$ cat config.mk
export PLATFORM = sky130hd
export DESIGN_NAME = osc_clk_div_gen
export DESIGN_NICKNAME = d
export VERILOG_FILES = /design/src/rtl/osc_div_pkg.sv /design/src/rtl/osc_clk_div_gen_chan.sv /design/src/rtl/osc_clk_div_gen.sv
export SDC_FILE = /design/constraint.sdc
export NUM_CORES = 1
export LEC_CHECK = 0
export BUFFER_PORTS_ARGS = -buffer_cell sky130_fd_sc_hd__buf_2
export CORE_MARGIN = 3
export CORE_UTILIZATION = 55
export CTS_CLUSTER_DIAMETER = 100
export CTS_CLUSTER_SIZE = 24
export DETAILED_ROUTE_END_ITERATION = 7
export PLACE_DENSITY = 0.72
export SYNTH_ARGS = -nofsm -noshare
export SYNTH_HDL_FRONTEND = slang
export SYNTH_SLANG_ARGS = --single-unit
$ cat constraint.sdc
create_clock -name CLK -period 6.5 [get_ports CLK]
set_input_delay 0.65 -clock CLK [delete_from_list [all_inputs] [get_ports CLK]]
set_output_delay 0.65 -clock CLK [all_outputs]
set_load 0.1 [all_outputs]
$ cat src/rtl/osc_div_pkg.sv
// Shared types for the oscillator clock divider.
// Optional SYNC_IN realignment is built when OSC_DIV_SYNC_EN is defined.
package osc_div_pkg;

  typedef enum logic {
    ST_STARTUP = 1'b0,
    ST_RUN     = 1'b1
  } state_t;

  localparam int DIV_W_DEF      = 8;
  localparam int MIN_DIV_ACTIVE = 1;

  typedef struct packed {
    logic                 pend;
    logic [DIV_W_DEF-1:0] pdiv;
    logic [DIV_W_DEF-1:0] cur;
  } ch_cfg_t;

endpackage

$ cat src/rtl/osc_clk_div_gen_chan.sv
// One divider channel: period counter, duty, boundary-aligned ratio apply.
// The sync input realigns the channel when OSC_DIV_SYNC_EN is built in.
module osc_div_chan
  import osc_div_pkg::*;
#(
  parameter int DIV_W       = DIV_W_DEF,
  parameter int DEFAULT_DIV = 2
) (
  input  logic             clk,
  input  logic             rst,
  input  logic             run,
  input  logic             go,
  input  logic             sync,
  input  logic             wr,
  input  logic [DIV_W-1:0] wr_div,
  output logic             div_out,
  output logic             en_out,
  output logic             active,
  output logic             pend
);

  typedef logic [DIV_W-1:0] r_t;

  ch_cfg_t cfg, cfg_d;
  r_t      cnt, cnt_d, cur, n_nxt, half;
  logic    last, apply;
  logic    div_d, en_d, div_q, en_q;

  // Next count/ratio; outputs are precomputed so they line up with cnt.
  always_comb begin
    cur   = r_t'(cfg.cur);
    last  = (cur <= r_t'(MIN_DIV_ACTIVE))
         || (cnt == cur - r_t'(1));
    apply = run && cfg.pend && (sync || last);
    n_nxt = apply ? r_t'(cfg.pdiv) : cur;
    cnt_d = (!run || sync || last) ? '0 : cnt + r_t'(1);
    half  = n_nxt >> 1;
    div_d = go && ((n_nxt == r_t'(MIN_DIV_ACTIVE))
                   || (cnt_d < half));
    en_d  = go && (n_nxt != '0)
                && (cnt_d == n_nxt - r_t'(1));
    cfg_d     = cfg;
    cfg_d.cur = DIV_W_DEF'(n_nxt);
    if (apply) cfg_d.pend = 1'b0;
    if (wr) begin
      cfg_d.pend = 1'b1;
      cfg_d.pdiv = DIV_W_DEF'(wr_div);
    end
  end

  // Channel state and registered clock/enable outputs.
  always_ff @(posedge clk) begin
    if (rst) begin
      cfg.pend <= 1'b0;
      cfg.pdiv <= '0;
      cfg.cur  <= DIV_W_DEF'(DEFAULT_DIV);
      cnt      <= '0;
      div_q    <= 1'b0;
      en_q     <= 1'b0;
    end else begin
      cfg   <= cfg_d;
      cnt   <= cnt_d;
      div_q <= div_d;
      en_q  <= en_d;
    end
  end

  assign div_out = div_q;
  assign en_out  = en_q & ~sync;
  assign active  = (cur != '0);
  assign pend    = cfg.pend;

endmodule

$ cat src/rtl/osc_clk_div_gen.sv
// Multi-channel divider on the 160 MHz RC oscillator with settle window.
// Define OSC_DIV_SYNC_EN to add SYNC_IN for all-channel realignment.
module osc_clk_div_gen
  import osc_div_pkg::*;
#(
  parameter int NUM_CH         = 4,
  parameter int DIV_W          = DIV_W_DEF,
  parameter int DEFAULT_DIV    = 2,
  parameter int STARTUP_CYCLES = 16,
  localparam int CH_W = (NUM_CH > 1) ? $clog2(NUM_CH) : 1
) (
  input  logic              CLK,
  input  logic              RST,
`ifdef OSC_DIV_SYNC_EN
  input  logic              SYNC_IN,
`endif
  input  logic              CFG_VALID,
  output logic              CFG_READY,
  input  logic [CH_W-1:0]   CFG_CH,
  input  logic [DIV_W-1:0]  CFG_DIV,
  output logic              CFG_ERR,
  output logic              OSC_READY,
  output logic [NUM_CH-1:0] CLK_DIV_OUT,
  output logic [NUM_CH-1:0] CLK_EN_OUT,
  output logic [NUM_CH-1:0] CH_ACTIVE
);

  localparam int SC_W =
    (STARTUP_CYCLES > 1) ? $clog2(STARTUP_CYCLES) : 1;

  state_t            state, state_d;
  logic [SC_W-1:0]   scnt, scnt_d;
  logic              run, go, sync;
  logic              acc, ch_ok, busy, err_q;
  logic [NUM_CH-1:0] pend, wr;

  // Settle-window FSM next state.
  always_comb begin
    state_d = state;
    scnt_d  = scnt;
    unique case (state)
      ST_STARTUP: begin
        if (scnt == SC_W'(STARTUP_CYCLES - 1))
          state_d = ST_RUN;
        else
          scnt_d = scnt + SC_W'(1);
      end
      ST_RUN: state_d = ST_RUN;
    endcase
  end

  // FSM state register.
  always_ff @(posedge CLK) begin
    if (RST) begin
      state <= ST_STARTUP;
      scnt  <= '0;
    end else begin
      state <= state_d;
      scnt  <= scnt_d;
    end
  end

  assign run       = (state == ST_RUN);
  assign go        = (state_d == ST_RUN);
  assign OSC_READY = run;

`ifdef OSC_DIV_SYNC_EN
  assign sync = SYNC_IN & run;
`else
  assign sync = 1'b0;
`endif

  // Config decode: ready per target channel, write strobes.
  always_comb begin
    ch_ok = int'(CFG_CH) < NUM_CH;
    busy  = 1'b0;
    for (int i = 0; i < NUM_CH; i++)
      if (CFG_CH == CH_W'(i)) busy = pend[i];
    CFG_READY = run && !busy;
    acc       = CFG_VALID && CFG_READY;
    wr        = '0;
    for (int i = 0; i < NUM_CH; i++)
      wr[i] = acc && (CFG_CH == CH_W'(i));
  end

  // Error pulse for an accepted out-of-range channel.
  always_ff @(posedge CLK) begin
    if (RST) err_q <= 1'b0;
    else     err_q <= acc && !ch_ok;
  end

  assign CFG_ERR = err_q;

  for (genvar g = 0; g < NUM_CH; g++) begin : g_ch
    osc_div_chan #(
      .DIV_W       (DIV_W),
      .DEFAULT_DIV (DEFAULT_DIV)
    ) u_chan (
      .clk     (CLK),
      .rst     (RST),
      .run     (run),
      .go      (go),
      .sync    (sync),
      .wr      (wr[g]),
      .wr_div  (CFG_DIV),
      .div_out (CLK_DIV_OUT[g]),
      .en_out  (CLK_EN_OUT[g]),
      .active  (CH_ACTIVE[g]),
      .pend    (pend[g])
    );
  end

endmodule
; ---- Yosys cells after proc, flatten, opt, wreduce, memory -nomap -nowiden
; Index checks and enable logic that the tools add are counted.
[totals]
in_bits = 13
word_cells = 141
regBits = 113
[classes]
addsub = 13
n_bitwise = 2
reduce_logical = 54
muxes = 22
n_eq_ne = 16
order_cmp = 8
[ops]
columns = cell, n
row1 = 8-bit == test, 8
row2 = 8-bit two-way mux, 8
row3 = 8-bit nonzero test, 8
row4 = 8-bit by 1-bit subtractor with 8-bit output (second input constant), 8
row5 = 9-bit two-way mux, 4
row6 = 8-bit by 1-bit adder with 8-bit output (second input constant), 4
row7 = 8-bit by 1-bit == test with 1-bit output (second input constant), 4
row8 = 8-bit by 1-bit less-or-equal comparator with 1-bit output (second input constant), 4
row9 = 8-bit by 7-bit less-than comparator with 1-bit output, 4
row10 = 1-bit logical AND, 26
row11 = 1-bit logical OR, 12
row12 = 1-bit two-way mux, 9
row13 = 2-bit nonzero test, 4
row14 = 4-bit by 1-bit adder with 4-bit output (second input constant), 1
row15 = 2-bit == test (second input constant), 2
row16 = 4-bit == test (second input constant), 1
row17 = 2-bit by 1-bit == test with 1-bit output (second input constant), 1
row18 = 1-bit zero test, 2
row19 = 2-bit zero test, 1
row20 = 1-bit inverter, 2
row21 = 1-bit one-hot mux with 2 select lines, 1
row22 = 2-bit AND reduction, 1

; ---- Depth between registers and ports, before layout
[logic_depth]
depth_word = 10
depth_mapped = 18
ltp_nobuf = 17

; ---- Hierarchy
; A second synthesis with hierarchy kept.
[unflattened]
hier_cells = 983
area_unflattened_um2 = 8713.4
[modules_own_cells]
columns = mod, instances, seq_area_each_um2, area_each_um2, cells_each
row1 = osc_div_chan, 4, 540.5, 2105.8, 238
row2 = osc_clk_div_gen, 1, 100.1, 290.3, 31

; ---- Least setup slack after synthesis
; OpenSTA, ideal clock, no wires.
[synth_timing]
kind = reg2reg
from = reg state (netlist: OSC_READY)
to = reg g_ch[2].u_chan.cfg[10] (netlist bit)
synth_period_minus_slack_ns = 4.056
arrival_time_ns = 3.929
setup_time_ns = 0.128
path_stages_with_launch = 8
slack_ns = 2.444
required_time_ns = 6.372
cell_sequence = dfxtp_1 -> clkbuf_1 -> inv_1 -> nor2_1 -> nand3_1 -> nor2_1 -> mux2i_1 -> nor2_1
[synth_via]
elab_chain_cells = 3
[synth_lines]
columns = item, line
row1 = "start, declared", osc_clk_div_gen.sv:31  ; state_t state, state_d;
row2 = "start signal, assigned", osc_clk_div_gen.sv:58  ; state <= state_d;
row3 = 1-bit logical AND, osc_clk_div_gen.sv:79  ; CFG_READY = run && !busy;
row4 = via CFG_READY, osc_clk_div_gen.sv:18  ; output logic CFG_READY,
row5 = 1-bit logical AND, osc_clk_div_gen.sv:80  ; acc = CFG_VALID && CFG_READY;
row6 = 1-bit logical AND, osc_clk_div_gen.sv:83  ; wr[i] = acc && (CFG_CH == CH_W'(i));
row7 = "end signal, assigned", osc_clk_div_gen_chan.sv:61  ; cfg <= cfg_d;
row8 = "end, declared", osc_clk_div_gen_chan.sv:24  ; ch_cfg_t cfg, cfg_d;
; The timed path passes the listed nets, and every way through them passes these cells.
; A chain may end at the register's enable or synchronous reset.

; ---- Worst setup path in the final report
[layout_timing]
from = reg, netlist name g_ch[2].u_chan.cur[3]
to = reg g_ch[2].u_chan.div_q
[layout_via]
elab_chain_cells = 8
word_cells_on_any_way = 12
cone_classes = add/sub (1) / order compare (2) / eq/ne (2) / mux (2) / reduce/logical (5)
[layout_lines]
columns = item, line
row1 = 8-bit by 1-bit subtractor with 8-bit output, osc_clk_div_gen_chan.sv:33  ; || (cnt == cur - r_t'(1));
row2 = 8-bit == test, osc_clk_div_gen_chan.sv:33
row3 = 1-bit logical OR, osc_clk_div_gen_chan.sv:33
row4 = 1-bit logical OR or 1-bit logical AND (tied branches), "osc_clk_div_gen_chan.sv:36, osc_clk_div_gen_chan.sv:34"
row5 = 8-bit two-way mux (on tied branches), "osc_clk_div_gen_chan.sv:36, osc_clk_div_gen_chan.sv:35"
row6 = 8-bit by 7-bit less-than comparator with 1-bit output or 8-bit by 1-bit == test with 1-bit output (tied branches), "osc_clk_div_gen_chan.sv:39, osc_clk_div_gen_chan.sv:38"
row7 = 1-bit logical OR (*), osc_clk_div_gen_chan.sv:39  ; || (cnt_d < half));
row8 = 1-bit logical AND (*), osc_clk_div_gen_chan.sv:38  ; div_d = go && ((n_nxt == r_t'(MIN_DIV_ACTIVE))
row9 = "end signal, assigned", osc_clk_div_gen_chan.sv:63  ; div_q <= div_d;
row10 = "end, declared", osc_clk_div_gen_chan.sv:27  ; logic div_d, en_d, div_q, en_q;
; Every way passes the cells marked *; elsewhere a longest branch is shown, timed or not.

==> run summary <==
# clock sinks = 113
Worst r2r path cells = 13
DP Cell Count = 1082
# diodes = 0
Final setup viols = 0
Routability congestion estimate = 0.9105
PortBufs = 26
Overall Global Routing Usage = 24.41%
Core Area = 13450 um2
CP Launch Type = flip-flop
Die area = 15430 um2
Post-Synth XOR/XNOR Area = 10.72%
Max Transition Viols Final = 0
Post-synthesis adder-cell area fraction = 7.453%
DR iter-0 viols = 587
Nets = 983
CTS tree = done
EDFF count, synth = 0
Synth Area in Compound Gates = 15.61%
Clk Latency, worst-skew pair = 0.41 ns
Slew margin rel. = 24.98%
Final cycle utilization of the critical path = 66.21%
Initial antenna violation count = 0
Clock-pin slew on the worst setup and hold paths = 0.06 ns
Layout area overhead = 10.11%
Post-route setup TNS = 0 ns
Top cells by count, synth = nor2_1 (136), dfxtp_1 (113), nor3_1 (53), mux2i_1 (52), xnor2_1 (46)
Areal power density over the cells = 210.2 nW/um2
Die width = 124.2 um
Synth Register Bits = 113
Maximum net fanout on the critical path = 18
Vias = 6702
Area leader, netlist = dfxtp_1
Req. time, crit path = 6.84 ns
Layout cells sized above 1 = 9.498%
Routed Antenna Nets = 0
Vias per cell = 6.022
# IOs = 28
Max cap viols = 0
Worst hold stages = 2
Mapped Area = 7689 um2
Cts repair resizes = 0
First-pass GRT wire length = 31150 um
Placed cell areas = 7794 um2
Final Critical Period = 4.304 ns
Cells after Synth = 932
Top_reg_cell synth = dfxtp_1
R2r setup slk = 2.20 ns
Run status = complete, no violations
FP Rows = 42
Multiplexer share of the synthesized area = 7.356%
Vias in the first global route = 6108
Worst Min Path Start = g_ch[3].u_chan.pend$_SDFFE_PP0P_
Postcts setup bufs = 0
Worst reg2reg path endpoint = g_ch[2].u_chan.div_out$_SDFF_PP0_
RSZ-0062 raised after global routing = false
Setup crit end kind = flip-flop
Syn. warnings = 0
Dpl hpwl = 13630 um
Fin. Hold Viols = 0
Worst Hold End = g_ch[3].u_chan.pend$_SDFFE_PP0P_
Worst r2r src = g_ch[2].u_chan.cur[3]$_SDFF_PP0_
Top cell type's share of synthesized area = 29.42%
Asr flop ratio synth = 0%
Grt ovf = 0
Pre-antenna DRT Iters = 5
Worst Hold Class = flip-flop to flip-flop
Clk_skew = 0.008353 ns
H-tree levels = 4
Post-synthesis net count = 990
Peak Freq = 0.2324 GHz
Chip height = 124.2 um
Pin count of the biggest net entering global routing = 106
Count of cell types in the netlist = 86
Synth Area in Simple Gates = 23.87%
Main combinational cell family by area after synthesis = simple AND/OR/NAND/NOR gates
Buffer levels on the longest clock path = 2
CP Class = flip-flop to flip-flop
Syn avg cell area = 8.250 um2
Cts hold-fix bufs = 0
Initial Util = 57.15%
Synth top area cells = dfxtp_1 (29%), ha_1 (7.3%), mux2i_1 (6.8%)
Total power = 1.779 mW
VDD IR max = 0.2099 mV
Most common cell in the netlist = nor2_1
Seq/Total Area, Yosys = 29.42%
Lkg Pwr = 3.539 nW
Fin util = 62.93%
Final non-filler cell total = 1113
TritonCTS buffer count = 17
Worst Tran Pin Value = 1.125 ns
Crit path arrival time = 4.64 ns
Fin area = 8466 um2
DRC violations left = 0
WL final = 19140 um
Root buffer cell = clkbuf_16
Routed wire per std cell = 17.20 um
[power breakdown]
part           switching, mW  leakage (nW)  internal, mW
Sequential           0.00143         0.910         0.695
Combinational         0.0215          2.31       0.00586
Clock                  0.326         0.322         0.730
Total                  0.349          3.54          1.43
[critical path, stage by stage (launching register included)]
cell and delay, ns:
dfxtp_1 0.40, or3_1 0.41, or3_1 0.37, a2111oi_2 0.47, o211ai_1 0.29, a21boi_4 0.53
mux2i_1 0.42, ha_1 0.30, o21a_1 0.17, o21a_1 0.16, o21ai_0 0.14, a21oi_1 0.05
or3b_1 0.35, a21oi_1 0.16
[sequential cells by signal (all words and copies together), names as in the netlist]
register and flops:
g_ch.u_chan.cfg 32, g_ch.u_chan.en_q 4, g_ch.u_chan.cur 32, scnt 4
OSC_READY 1, g_ch.u_chan.pend 4, g_ch.u_chan.div_out 4, g_ch.u_chan.cnt 32
[stage by stage]
stage	setup WS [ns]	hold WS, ns
after floorplan	2.444	0.4531
after global placement	2.289	0.4820
after detailed placement	2.298	0.4796
after CTS	2.254	0.4893
after global routing	1.816	0.5258
final	2.196	0.4894
[worst max path at each step]
| stage | slack, ns | end | startpoint | depth (start not counted) |
|---|---|---|---|---|
| 2_1_floorplan | 2.44 | g_ch[2].u_chan.cfg[10]$_SDFFE_PP0P_ | OSC_READY$_SDFF_PP0_ | 7 |
| 3_3_place_gp | 2.29 | g_ch[2].u_chan.div_out$_SDFF_PP0_ | g_ch[2].u_chan.cur[3]$_SDFF_PP0_ | 13 |
| 3_5_place_dp | 2.30 | g_ch[2].u_chan.div_out$_SDFF_PP0_ | g_ch[2].u_chan.cur[3]$_SDFF_PP0_ | 13 |
| 4_1_cts | 2.25 | g_ch[2].u_chan.div_out$_SDFF_PP0_ | g_ch[2].u_chan.cur[3]$_SDFF_PP0_ | 13 |
| 5_1_grt | 1.82 | g_ch[2].u_chan.en_q$_SDFF_PP0_ | g_ch[2].u_chan.cur[1]$_SDFF_PP1_ | 14 |
| 6_report | 2.20 | g_ch[2].u_chan.div_out$_SDFF_PP0_ | g_ch[2].u_chan.cur[3]$_SDFF_PP0_ | 13 |
[layer usage]
| layer | up-vias | GRT usage (%) | part of all wire, % |
|---|---|---|---|
| met2 | 174 | 38.20 | 46 |
| met5 | - | 0 | 0 |
| met1 | 3195 | 34.55 | 48 |
| met4 | 0 | 7.286 | 1.3 |
| li1 | 3310 | - | - |
| met3 | 23 | 4.167 | 4.4 |
[layout make-up]
class                      count  area [um2]
clock buffer                  23       498.0
tap                          176       220.2
multi-input combinational    725        5010
clock inverter                 8       173.9
sequential                   113        2262
timing repair buffer          29       155.1
fill                        1194        4987
inverter                      39       146.4
[cell families (layout without fill, tap and decap cells)]
kind of cell,after synthesis,in the layout
XOR/XNOR,91,91
flip-flops,113,113
AND/OR/NAND/NOR,368,368
other,1,1
buffers and inverters,94,99
AO/OA/AOI/OAI,164,164
multiplexers,55,55
adder cells (fa/ha/maj),46,46
[layout by cell type (no fill, tap or decap), drive strengths merged, types with 7 or more instances in the layout]
master	n
nor3	53
buf	29
o211ai	7
a22oi	7
xor2	43
nand3	43
xnor2	46
dfxtp	113
or2	12
o21ai	37
o21a	8
nor4	12
mux2i	52
nor2	137
a21o	7
o31a	9
a21oi	28
clkbuf	23
nand2b	9
inv	39
nand4	14
ha	45
nand2	32
and3	18
Power figures use the tool's default switching activity.
